<file path="config.mk">
export PLATFORM = sky130hd
export DESIGN_NAME = forward_scoreboard
export DESIGN_NICKNAME = d
export VERILOG_FILES = /design/src/rtl/forward_scoreboard.sv
export SDC_FILE = /design/constraint.sdc
export NUM_CORES = 1
export LEC_CHECK = 0
export ABC_AREA = 1
export CAP_MARGIN = 20
export CORE_MARGIN = 1.5
export CORE_UTILIZATION = 33
export CTS_BUF_LIST = sky130_fd_sc_hd__clkbuf_4 sky130_fd_sc_hd__clkbuf_8
export DETAILED_ROUTE_END_ITERATION = 12
export GPL_TIMING_DRIVEN = 0
export PLACE_DENSITY = 0.67
export SLEW_MARGIN = 5
export SYNTH_ARGS = -nofsm -noshare
export SYNTH_HDL_FRONTEND = slang
export SYNTH_SLANG_ARGS = --single-unit
export TNS_END_PERCENT = 30
</file>
<file path="constraint.sdc">
create_clock -name clk -period 6.8 [get_ports clk]
set_clock_uncertainty 0.2 [all_clocks]
set_input_delay 1.36 -clock clk [delete_from_list [all_inputs] [get_ports clk]]
set_output_delay 1.36 -clock clk [all_outputs]
set_load 0.02 [all_outputs]
</file>
<file path="src/rtl/forward_scoreboard.sv">
// forward_scoreboard
//   Operand readiness and bypass unit for the renamed pipeline. Tracks a busy
//   bit per physical register and keeps a short history of recent
//   write-backs. For every source operand it picks data from the
//   highest-priority match:
//     forwarding buses (0 first) > same-cycle write-back > history
//     (newest first) > register file.
//   It also reports a global stall and running statistics.
//
// Ports
//   clk, rst            clock, synchronous active-high reset
//   i_flush             drop all busy bits and history
//   i_alloc_valid/tag   destination allocated by rename
//   i_src_valid/tag     source operands (packed, n at [n*TAG_W +: TAG_W])
//   i_src_rf_data       register-file read data per source
//   i_fwd_*             NUM_FWD result buses (index 0 youngest)
//   i_wb_valid/tag/data final write-back
//   o_src_data/ready    resolved operand per source
//   o_stall             some used source is not ready
//   o_busy_count        number of busy tags
//   o_stall_cycles      saturating count of stalled cycles
module forward_scoreboard #(
    parameter int NUM_PHYS   = 64,
    parameter int DATA_WIDTH = 32,
    parameter int NUM_SRC    = 2,
    parameter int NUM_FWD    = 3,
    parameter int HIST_DEPTH = 4,
    localparam int TAG_W     = $clog2(NUM_PHYS)
) (
    input  logic                          clk,
    input  logic                          rst,
    input  logic                          i_flush,
    input  logic                          i_alloc_valid,
    input  logic [TAG_W-1:0]              i_alloc_tag,
    input  logic [NUM_SRC-1:0]            i_src_valid,
    input  logic [NUM_SRC*TAG_W-1:0]      i_src_tag,
    input  logic [NUM_SRC*DATA_WIDTH-1:0] i_src_rf_data,
    input  logic [NUM_FWD-1:0]            i_fwd_valid,
    input  logic [NUM_FWD-1:0]            i_fwd_is_load,
    input  logic [NUM_FWD*TAG_W-1:0]      i_fwd_tag,
    input  logic [NUM_FWD*DATA_WIDTH-1:0] i_fwd_data,
    input  logic                          i_wb_valid,
    input  logic [TAG_W-1:0]              i_wb_tag,
    input  logic [DATA_WIDTH-1:0]         i_wb_data,
    output logic [NUM_SRC*DATA_WIDTH-1:0] o_src_data,
    output logic [NUM_SRC-1:0]            o_src_ready,
    output logic                          o_stall,
    output logic [TAG_W:0]                o_busy_count,
    output logic [15:0]                   o_stall_cycles
);

    logic [NUM_PHYS-1:0]   busy_q, busy_d;
    logic                  hist_valid_q [HIST_DEPTH];
    logic                  hist_valid_d [HIST_DEPTH];
    logic [TAG_W-1:0]      hist_tag_q   [HIST_DEPTH];
    logic [TAG_W-1:0]      hist_tag_d   [HIST_DEPTH];
    logic [DATA_WIDTH-1:0] hist_data_q  [HIST_DEPTH];
    logic [DATA_WIDTH-1:0] hist_data_d  [HIST_DEPTH];
    logic [15:0]           stall_cycles_q, stall_cycles_d;

    logic                  wb_real;
    logic                  alloc_real;

    // Tag 0 is the hard-wired zero register and never enters any state.
    assign wb_real    = i_wb_valid && (i_wb_tag != '0);
    assign alloc_real = i_alloc_valid && (i_alloc_tag != '0);

    // ------------------------------------------------------------------
    // Operand resolution
    // ------------------------------------------------------------------
    logic [TAG_W-1:0]      s_tag;
    logic [DATA_WIDTH-1:0] s_data;
    logic                  s_rdy;
    logic                  s_hit;

    always_comb begin
        o_src_data  = '0;
        o_src_ready = '0;
        o_stall     = 1'b0;
        s_tag       = '0;
        s_data      = '0;
        s_rdy       = 1'b0;
        s_hit       = 1'b0;
        for (int n = 0; n < NUM_SRC; n++) begin
            s_tag  = i_src_tag[n*TAG_W +: TAG_W];
            s_data = i_src_rf_data[n*DATA_WIDTH +: DATA_WIDTH];
            s_rdy  = ~busy_q[s_tag];
            s_hit  = 1'b0;
            if (s_tag == '0) begin
                s_data = '0;
                s_rdy  = 1'b1;
                s_hit  = 1'b1;
            end
            // A matching load still claims the operand, so an older copy of
            // the same tag further down can never slip past it.
            for (int k = 0; k < NUM_FWD; k++) begin
                if (!s_hit && i_fwd_valid[k] && (i_fwd_tag[k*TAG_W +: TAG_W] == s_tag)) begin
                    s_data = i_fwd_data[k*DATA_WIDTH +: DATA_WIDTH];
                    s_rdy  = ~i_fwd_is_load[k];
                    s_hit  = 1'b1;
                end
            end
            if (!s_hit && i_wb_valid && (i_wb_tag == s_tag)) begin
                s_data = i_wb_data;
                s_rdy  = 1'b1;
                s_hit  = 1'b1;
            end
            // Entry 0 is the newest write-back.
            for (int h = 0; h < HIST_DEPTH; h++) begin
                if (!s_hit && hist_valid_q[h] && (hist_tag_q[h] == s_tag)) begin
                    s_data = hist_data_q[h];
                    s_rdy  = 1'b1;
                    s_hit  = 1'b1;
                end
            end
            if (!i_src_valid[n]) begin
                s_data = i_src_rf_data[n*DATA_WIDTH +: DATA_WIDTH];
                s_rdy  = 1'b1;
            end
            o_src_data[n*DATA_WIDTH +: DATA_WIDTH] = s_data;
            o_src_ready[n] = s_rdy;
            o_stall        = o_stall | (i_src_valid[n] & ~s_rdy);
        end
    end

    // ------------------------------------------------------------------
    // Next-state: busy table, history, statistics
    // ------------------------------------------------------------------
    always_comb begin
        busy_d = busy_q;
        if (wb_real) begin
            busy_d[i_wb_tag] = 1'b0;
        end
        if (alloc_real) begin
            busy_d[i_alloc_tag] = 1'b1;
        end
        busy_d[0] = 1'b0;
        if (i_flush) begin
            busy_d = '0;
        end
    end

    always_comb begin
        for (int h = 0; h < HIST_DEPTH; h++) begin
            hist_valid_d[h] = hist_valid_q[h];
            hist_tag_d[h]   = hist_tag_q[h];
            hist_data_d[h]  = hist_data_q[h];
        end
        if (wb_real) begin
            for (int h = HIST_DEPTH - 1; h > 0; h--) begin
                hist_valid_d[h] = hist_valid_q[h-1];
                hist_tag_d[h]   = hist_tag_q[h-1];
                hist_data_d[h]  = hist_data_q[h-1];
            end
            hist_valid_d[0] = 1'b1;
            hist_tag_d[0]   = i_wb_tag;
            hist_data_d[0]  = i_wb_data;
        end
        // Invalidate after the push so a write-back racing a re-allocation
        // of the same tag is never forwarded later.
        for (int h = 0; h < HIST_DEPTH; h++) begin
            if (i_flush || (alloc_real && (hist_tag_d[h] == i_alloc_tag))) begin
                hist_valid_d[h] = 1'b0;
            end
        end
    end

    always_comb begin
        stall_cycles_d = stall_cycles_q;
        if (o_stall && (stall_cycles_q != 16'hFFFF)) begin
            stall_cycles_d = stall_cycles_q + 16'd1;
        end
    end

    always_comb begin
        o_busy_count = '0;
        for (int i = 0; i < NUM_PHYS; i++) begin
            o_busy_count = o_busy_count + {{TAG_W{1'b0}}, busy_q[i]};
        end
    end

    assign o_stall_cycles = stall_cycles_q;

    always_ff @(posedge clk) begin
        if (rst) begin
            busy_q         <= '0;
            stall_cycles_q <= '0;
            for (int h = 0; h < HIST_DEPTH; h++) begin
                hist_valid_q[h] <= 1'b0;
                hist_tag_q[h]   <= '0;
                hist_data_q[h]  <= '0;
            end
        end else begin
            busy_q         <= busy_d;
            stall_cycles_q <= stall_cycles_d;
            for (int h = 0; h < HIST_DEPTH; h++) begin
                hist_valid_q[h] <= hist_valid_d[h];
                hist_tag_q[h]   <= hist_tag_d[h];
                hist_data_q[h]  <= hist_data_d[h];
            end
        end
    end

endmodule

</file>
### Word level (Yosys, flattened, before mapping)

Memory sizes are Yosys's and may differ from the RTL's.
Index checks and enable logic that the tools add are counted.

| word-level totals | value |
|---|---|
| register bits after elaboration | 80 |
| memories kept | 3 |
| memory bits (writable) | 156 |
| logic and storage cells | 276 |
| bits of input ports | 247 |
| output and inout port bits | 90 |

Memories:

| name | depth | bits a word | read ports | clocked after memory_dff | wr ports | RTL line | RTL |
|---|---|---|---|---|---|---|---|
| hist_data_q | 4 | 32 | 4 | 0 | 4 | 57 | `logic [DATA_WIDTH-1:0] hist_data_q [HIST_DEPTH];` |
| hist_tag_q | 4 | 6 | 4 | 0 | 4 | 55 | `logic [TAG_W-1:0] hist_tag_q [HIST_DEPTH];` |
| hist_valid_q | 4 | 1 | 4 | 0 | 4 | 53 | `logic hist_valid_q [HIST_DEPTH];` |

| cells by class | value |
|---|---|
| magnitude comparators | 6 |
| add/subtract/negate cells | 64 |
| reduce and logical (&&, ||, !) cells | 66 |
| multiplexer cells | 88 |
| bitwise gates (word level) | 25 |
| equal/unequal tests | 21 |

Operator list:

| cell | count |
|---|---|
| 32-bit two-way mux | 24 |
| 7-bit by 1-bit adder with 7-bit output | 57 |
| 128-bit two-way mux | 1 |
| 64-bit two-way mux | 2 |
| 6-bit == test | 20 |
| 64-bit AND | 1 |
| 64-bit inverter | 1 |
| 64-bit OR | 1 |
| 1-bit two-way mux | 51 |
| 1-bit logical AND | 41 |
| 6-bit by 7-bit less-than comparator with 1-bit output, second input constant | 4 |
| 24-bit two-way mux | 1 |
| 6-bit two-way mux | 4 |
| 16-bit by 1-bit adder with 16-bit output, second input constant | 1 |
| 1-bit zero test | 16 |
| 16-bit inequality test, second input constant | 1 |
| 1-bit OR | 13 |
| 1-bit binary-select mux with 6-bit select | 2 |
| 1-bit demux with 6-bit select | 2 |
| 6-bit by 1-bit greater-or-equal comparator with 1-bit output, second input constant | 2 |
| 6-bit zero test | 2 |
| 6-bit nonzero test | 2 |
| 6-bit by 1-bit adder with 7-bit output | 1 |
| 1-bit inverter | 7 |
| 9 further kinds | 13 |

### Longest topological paths before layout

Gate-level depths: netlist of run 1.

| logic depth | value |
|---|---|
| word-level depth | 63 |
| mapped depth | 24 |

### Worst setup path before layout of run 1

Ideal clock, no wire load.

| timing | value |
|---|---|
| path kind | register to output |
| start point | reg busy_q[54] |
| end point | out o_busy_count[4] |
| buffers on the path | 0 |
| path slack | -0.751 ns |
| stages on the path, launching flop included | 20 |
| data arrival time | 5.991 ns |
| cell sequence | dfxtp_1 > fa_1 > inv_1 > fa_1 > inv_1 > fa_1 > inv_1 > fa_1 > inv_1 > fa_1 > inv_1 > fa_1 > fa_1 > fa_1 > inv_1 > fa_1 > fa_1 > a21o_1 > a21oi_1 > xor2_1 |

| on the way | value |
|---|---|
| word-level cells in the longest chain between the ends | 10 |

RTL lines:

| what | RTL line | RTL |
|---|---|---|
| start, declared | 52 | `logic [NUM_PHYS-1:0] busy_q, busy_d;` |
| start signal, assigned | 194 | `busy_q <= busy_d;` |
| 7-bit by 1-bit adder with 7-bit output (10 in series) | 178 | `o_busy_count = o_busy_count + {{TAG_W{1'b0}}, busy_q[i]};` |
| end, declared | 48 | `output logic [TAG_W:0] o_busy_count,` |

No other way between the ends.

### Worst setup path after layout of run 1

Ends and elaborated chain as after synthesis.

==> out/qor.yml, run 1 <==
status:
  status: "complete, but fails checks"
  violations: "negative setup slack"
timing:
  hold_violations: 0
  fin_crit_sh_pct: 121.1
  tightest_slew_ns: 1.252
  drv_slew: 0
  setup_viol: 13
  relSlewSlack_pct: 15.86
  whs_ns: 0.2710
  fin_crit_ns: 8.237
  rsz0062_at_grt: "yes"
  fmax_ghz: 0.1214
  timing.final.ws_setup_ns: -1.437
clocking:
  clkSinkCount: 235
  cts.clk_slew.worst_paths_ns: 0.07
  cts_inserted_buffers: 40
  insertion_delay_ns: 0.59
  ctsHoldBuffers: 0
  cts_tree: "built"
  cts_max_level: 2
  root_buffer: "clkbuf_8"
  clock_tree.buffer_depth: 3
logic_synthesis:
  yosysSeqAreaShare_pct: 22.75
  syn_area_per_cell_sq_um: 5.777
  yosysWarnings: 0
  syn_area_sq_um: 20680
  synth_area_leaders: "dfxtp_1 (23%), nand2_1 (19%), o21ai_0 (10%)"
  synth_cell_types: 60
  synthCells: 3579
  yosysTopAreaCellShare_pct: 22.75
  syn_nets: 3895
  yosysTopAreaCell: "dfxtp_1"
  synth.ff_latch_count: 235
die:
  initial_utilization_pct: 33.44
  die_w_um: 253.3
  die_area_sq_um: 64170
  dieHeight_um: 253.3
  rows: 91
  boundaryPins: 337
  coreArea_sq_um: 61830
grt:
  busiest_layer: "met1"
  grt.met3_usage_pct: 10.87
  globalRouteTotalUtil_pct: 39.26
  grt_pass1_vias: 24490
  grt_max_degree: 20
  met2_usage_pct: 55.47
  grt_antenna_before_repair: 2
  grt_use_met1_pct: 55.69
  grt_first_pass_wirelength_um: 179700
  overflow: 0
placement:
  dp_slack_ns: -1.401
  gp_congestion: 1.067
  placed_cell_area_sq_um: 24980
  dp_cells: 4740
  io_buffers: 321
  hpwl_um: 105300
cells_and_area:
  finish.instance_area_sq_um: 26260
  stdcell_count: 4821
  nNetsFinal: 4270
  drive_above_1_share_pct: 8.846
  area_growth_syn_to_layout_pct: 27.01
power_and_ir_drop:
  power_mw: 4.266
  p_leak_nw: 11.99
  p_per_area_nw_per_um2: 162.5
  ir_drop_v: 0.0001029
setup_path:
  arrival_ns: 6.68
  reg2reg_slack_ns: 3.75
  cp_data_required_time_ns: 5.24
  endpoint_kind: "output pin"
  path_max_fanout: 2
  crit_type: "reg2out"
  cp-start-kind: "flop"
drt:
  ant_nets: 0
  route.detailed.drc: 0
  drtIter0Drc: 3908
  drtPass1Iterations: 6
  vias: 27280
  wl_per_cell_um: 27.07
  route.detailed.vias_per_inst: 5.659
  drt-total-wl_um: 130500
worst_hold_path:
  min_path_type: "reg2reg"
run:
  maxCapViolCount: 0
==> cells in the mapped netlist (all sizes together) <==
cell type  count
inv          412
a21o           2
and2           1
xor2          24
nand3        295
nor4b          1
nand4         18
a221oi         2
nor3          22
o2111ai        6
buf          102
nor2         383
o22ai         23
o21a           2
a31oi         20
o41ai          2
xnor2         14
a21oi        232
o211ai        33
and3           1
a21boi         2
o221ai         4
a22o           1
clkbuf       117
nor4           9
nor3b          1
a311oi         1
o31ai          3
or2           34
o21bai         2
dfxtp        235
nand2       1070
nand3b         1
a22oi          4
mux2i          1
o21ai        422
fa            53
a211oi         4
clkinv         4
ha            16
==> cell type report <==
type,instances,area (sq um)
multi-input combinational,2709,13580
timing repair buffer,335,3346
buffer,217,1096
antenna,5,12.51
tap,837,1047
sequential,235,4720
clock buffer,56,720.7
clock inverter,11,163.9
inverter,416,1580
fill,6893,35560
==> stage by stage <==
| stage | TNS [ns] | util, % |
|---|---|---|
| after floorplan | -1.613 | - |
| after global placement | -20.84 | 40.36 |
| after detailed placement | -20.89 | 40.40 |
| after CTS | -7.567 | 42.14 |
| after global routing | -9.293 | 42.46 |
| final | -7.969 | 42.48 |
==> power by group <==
| group | total [mW] | leakage, nW | switching (mW) | internal (mW) |
|---|---|---|---|---|
| clock | 1.47 | 0.459 | 0.638 | 0.835 |
| sequential | 1.53 | 1.93 | 0.0878 | 1.44 |
| combinational | 1.26 | 9.60 | 0.845 | 0.420 |
==> placed cells by master, fill, tap and decap left out, types with 12 or more instances in the layout <==
cell and instances:
nand2_1 1050, o21ai_0 404, inv_1 391, nor2_1 369
clkdlybuf4s50_1 304, nand3_1 282, dfxtp_1 227, a21oi_1 218
clkbuf_1 89, buf_2 60, fa_1 51, clkbuf_8 48
o211ai_1 33, buf_4 32, or2_2 31, xor2_1 23
clkbuf_2 23, o22ai_1 23, nor3_1 22, clkbuf_4 21
a31oi_1 19, ha_1 16, inv_2 15, nand2_2 15
xnor2_1 14, a21oi_2 13, nand4_1 13, o21ai_1 12
buf_6 12
==> layer usage <==
metal	vias up	routed length, um
met2	1916	51820
met4	2	5630
met5	-	13
li1	12230	-
met3	221	18470
met1	12910	54580
==> sequential cells by signal, indices dropped and copies added, names as in the netlist <==
signal and count:
hist_data_q 128, hist_valid_q 4, hist_tag_q 24, o_stall_cycles 16
busy_q 63
==> timing repair <==
item / 4_1_cts / 5_1_grt
buffers inserted: 5 / 4
gates resized for setup: 124 / 47
cloned: 0 / 0
endpoints found under the setup margin: 70 / 49
pin swaps: 9 / 6
==> worst paths after layout <==
kind / startpoint / to / cells after the start
worst max register to register: hist_tag_q[2][5] / o_stall_cycles[6] / 11
worst min-delay path: busy_q[8] / busy_q[8] / 2
worst max-delay path: busy_q[54] / o_busy_count[4] / 21
worst min register to register: busy_q[8] / busy_q[8] / 2
==> critical path: stages, from the launching register on <==
cell and delay (ns):
dfxtp_4 0.37, fa_1 0.53, inv_1 0.05, fa_1 0.47, inv_1 0.05, fa_1 0.50, inv_2 0.05, fa_1 0.49
inv_1 0.05, fa_1 0.47, inv_1 0.05, fa_1 0.53, fa_1 0.44, fa_1 0.49, inv_1 0.05, fa_2 0.35
fa_2 0.35, a21o_1 0.18, a21oi_2 0.18, buf_4 0.15, xor2_2 0.15, buf_6 0.14
==> logic make-up after synthesis <==
| group | synth area share [%] |
|---|---|
| compound gates | 19.95 |
| fa+ha+maj | 6.099 |
| flops | 22.75 |
| buf+inv | 12.37 |
| xor+xnor | 1.610 |
| simple gates | 37.17 |
| mux | 0.04841 |
No activity file was read; power rests on OpenSTA's default activity.
==> run 2, diff against run 1 <==
--- a/config.mk
+++ b/config.mk
@@ -12,6 +12,7 @@
 export CTS_BUF_LIST = sky130_fd_sc_hd__clkbuf_4 sky130_fd_sc_hd__clkbuf_8
 export DETAILED_ROUTE_END_ITERATION = 12
 export GPL_TIMING_DRIVEN = 0
+export HOLD_SLACK_MARGIN = 0.03
 export PLACE_DENSITY = 0.67
 export SLEW_MARGIN = 5
 export SYNTH_ARGS = -nofsm -noshare
==> results of run 2 <==
Same layout as run 1: the final DEF is identical, and so are final timing and power.
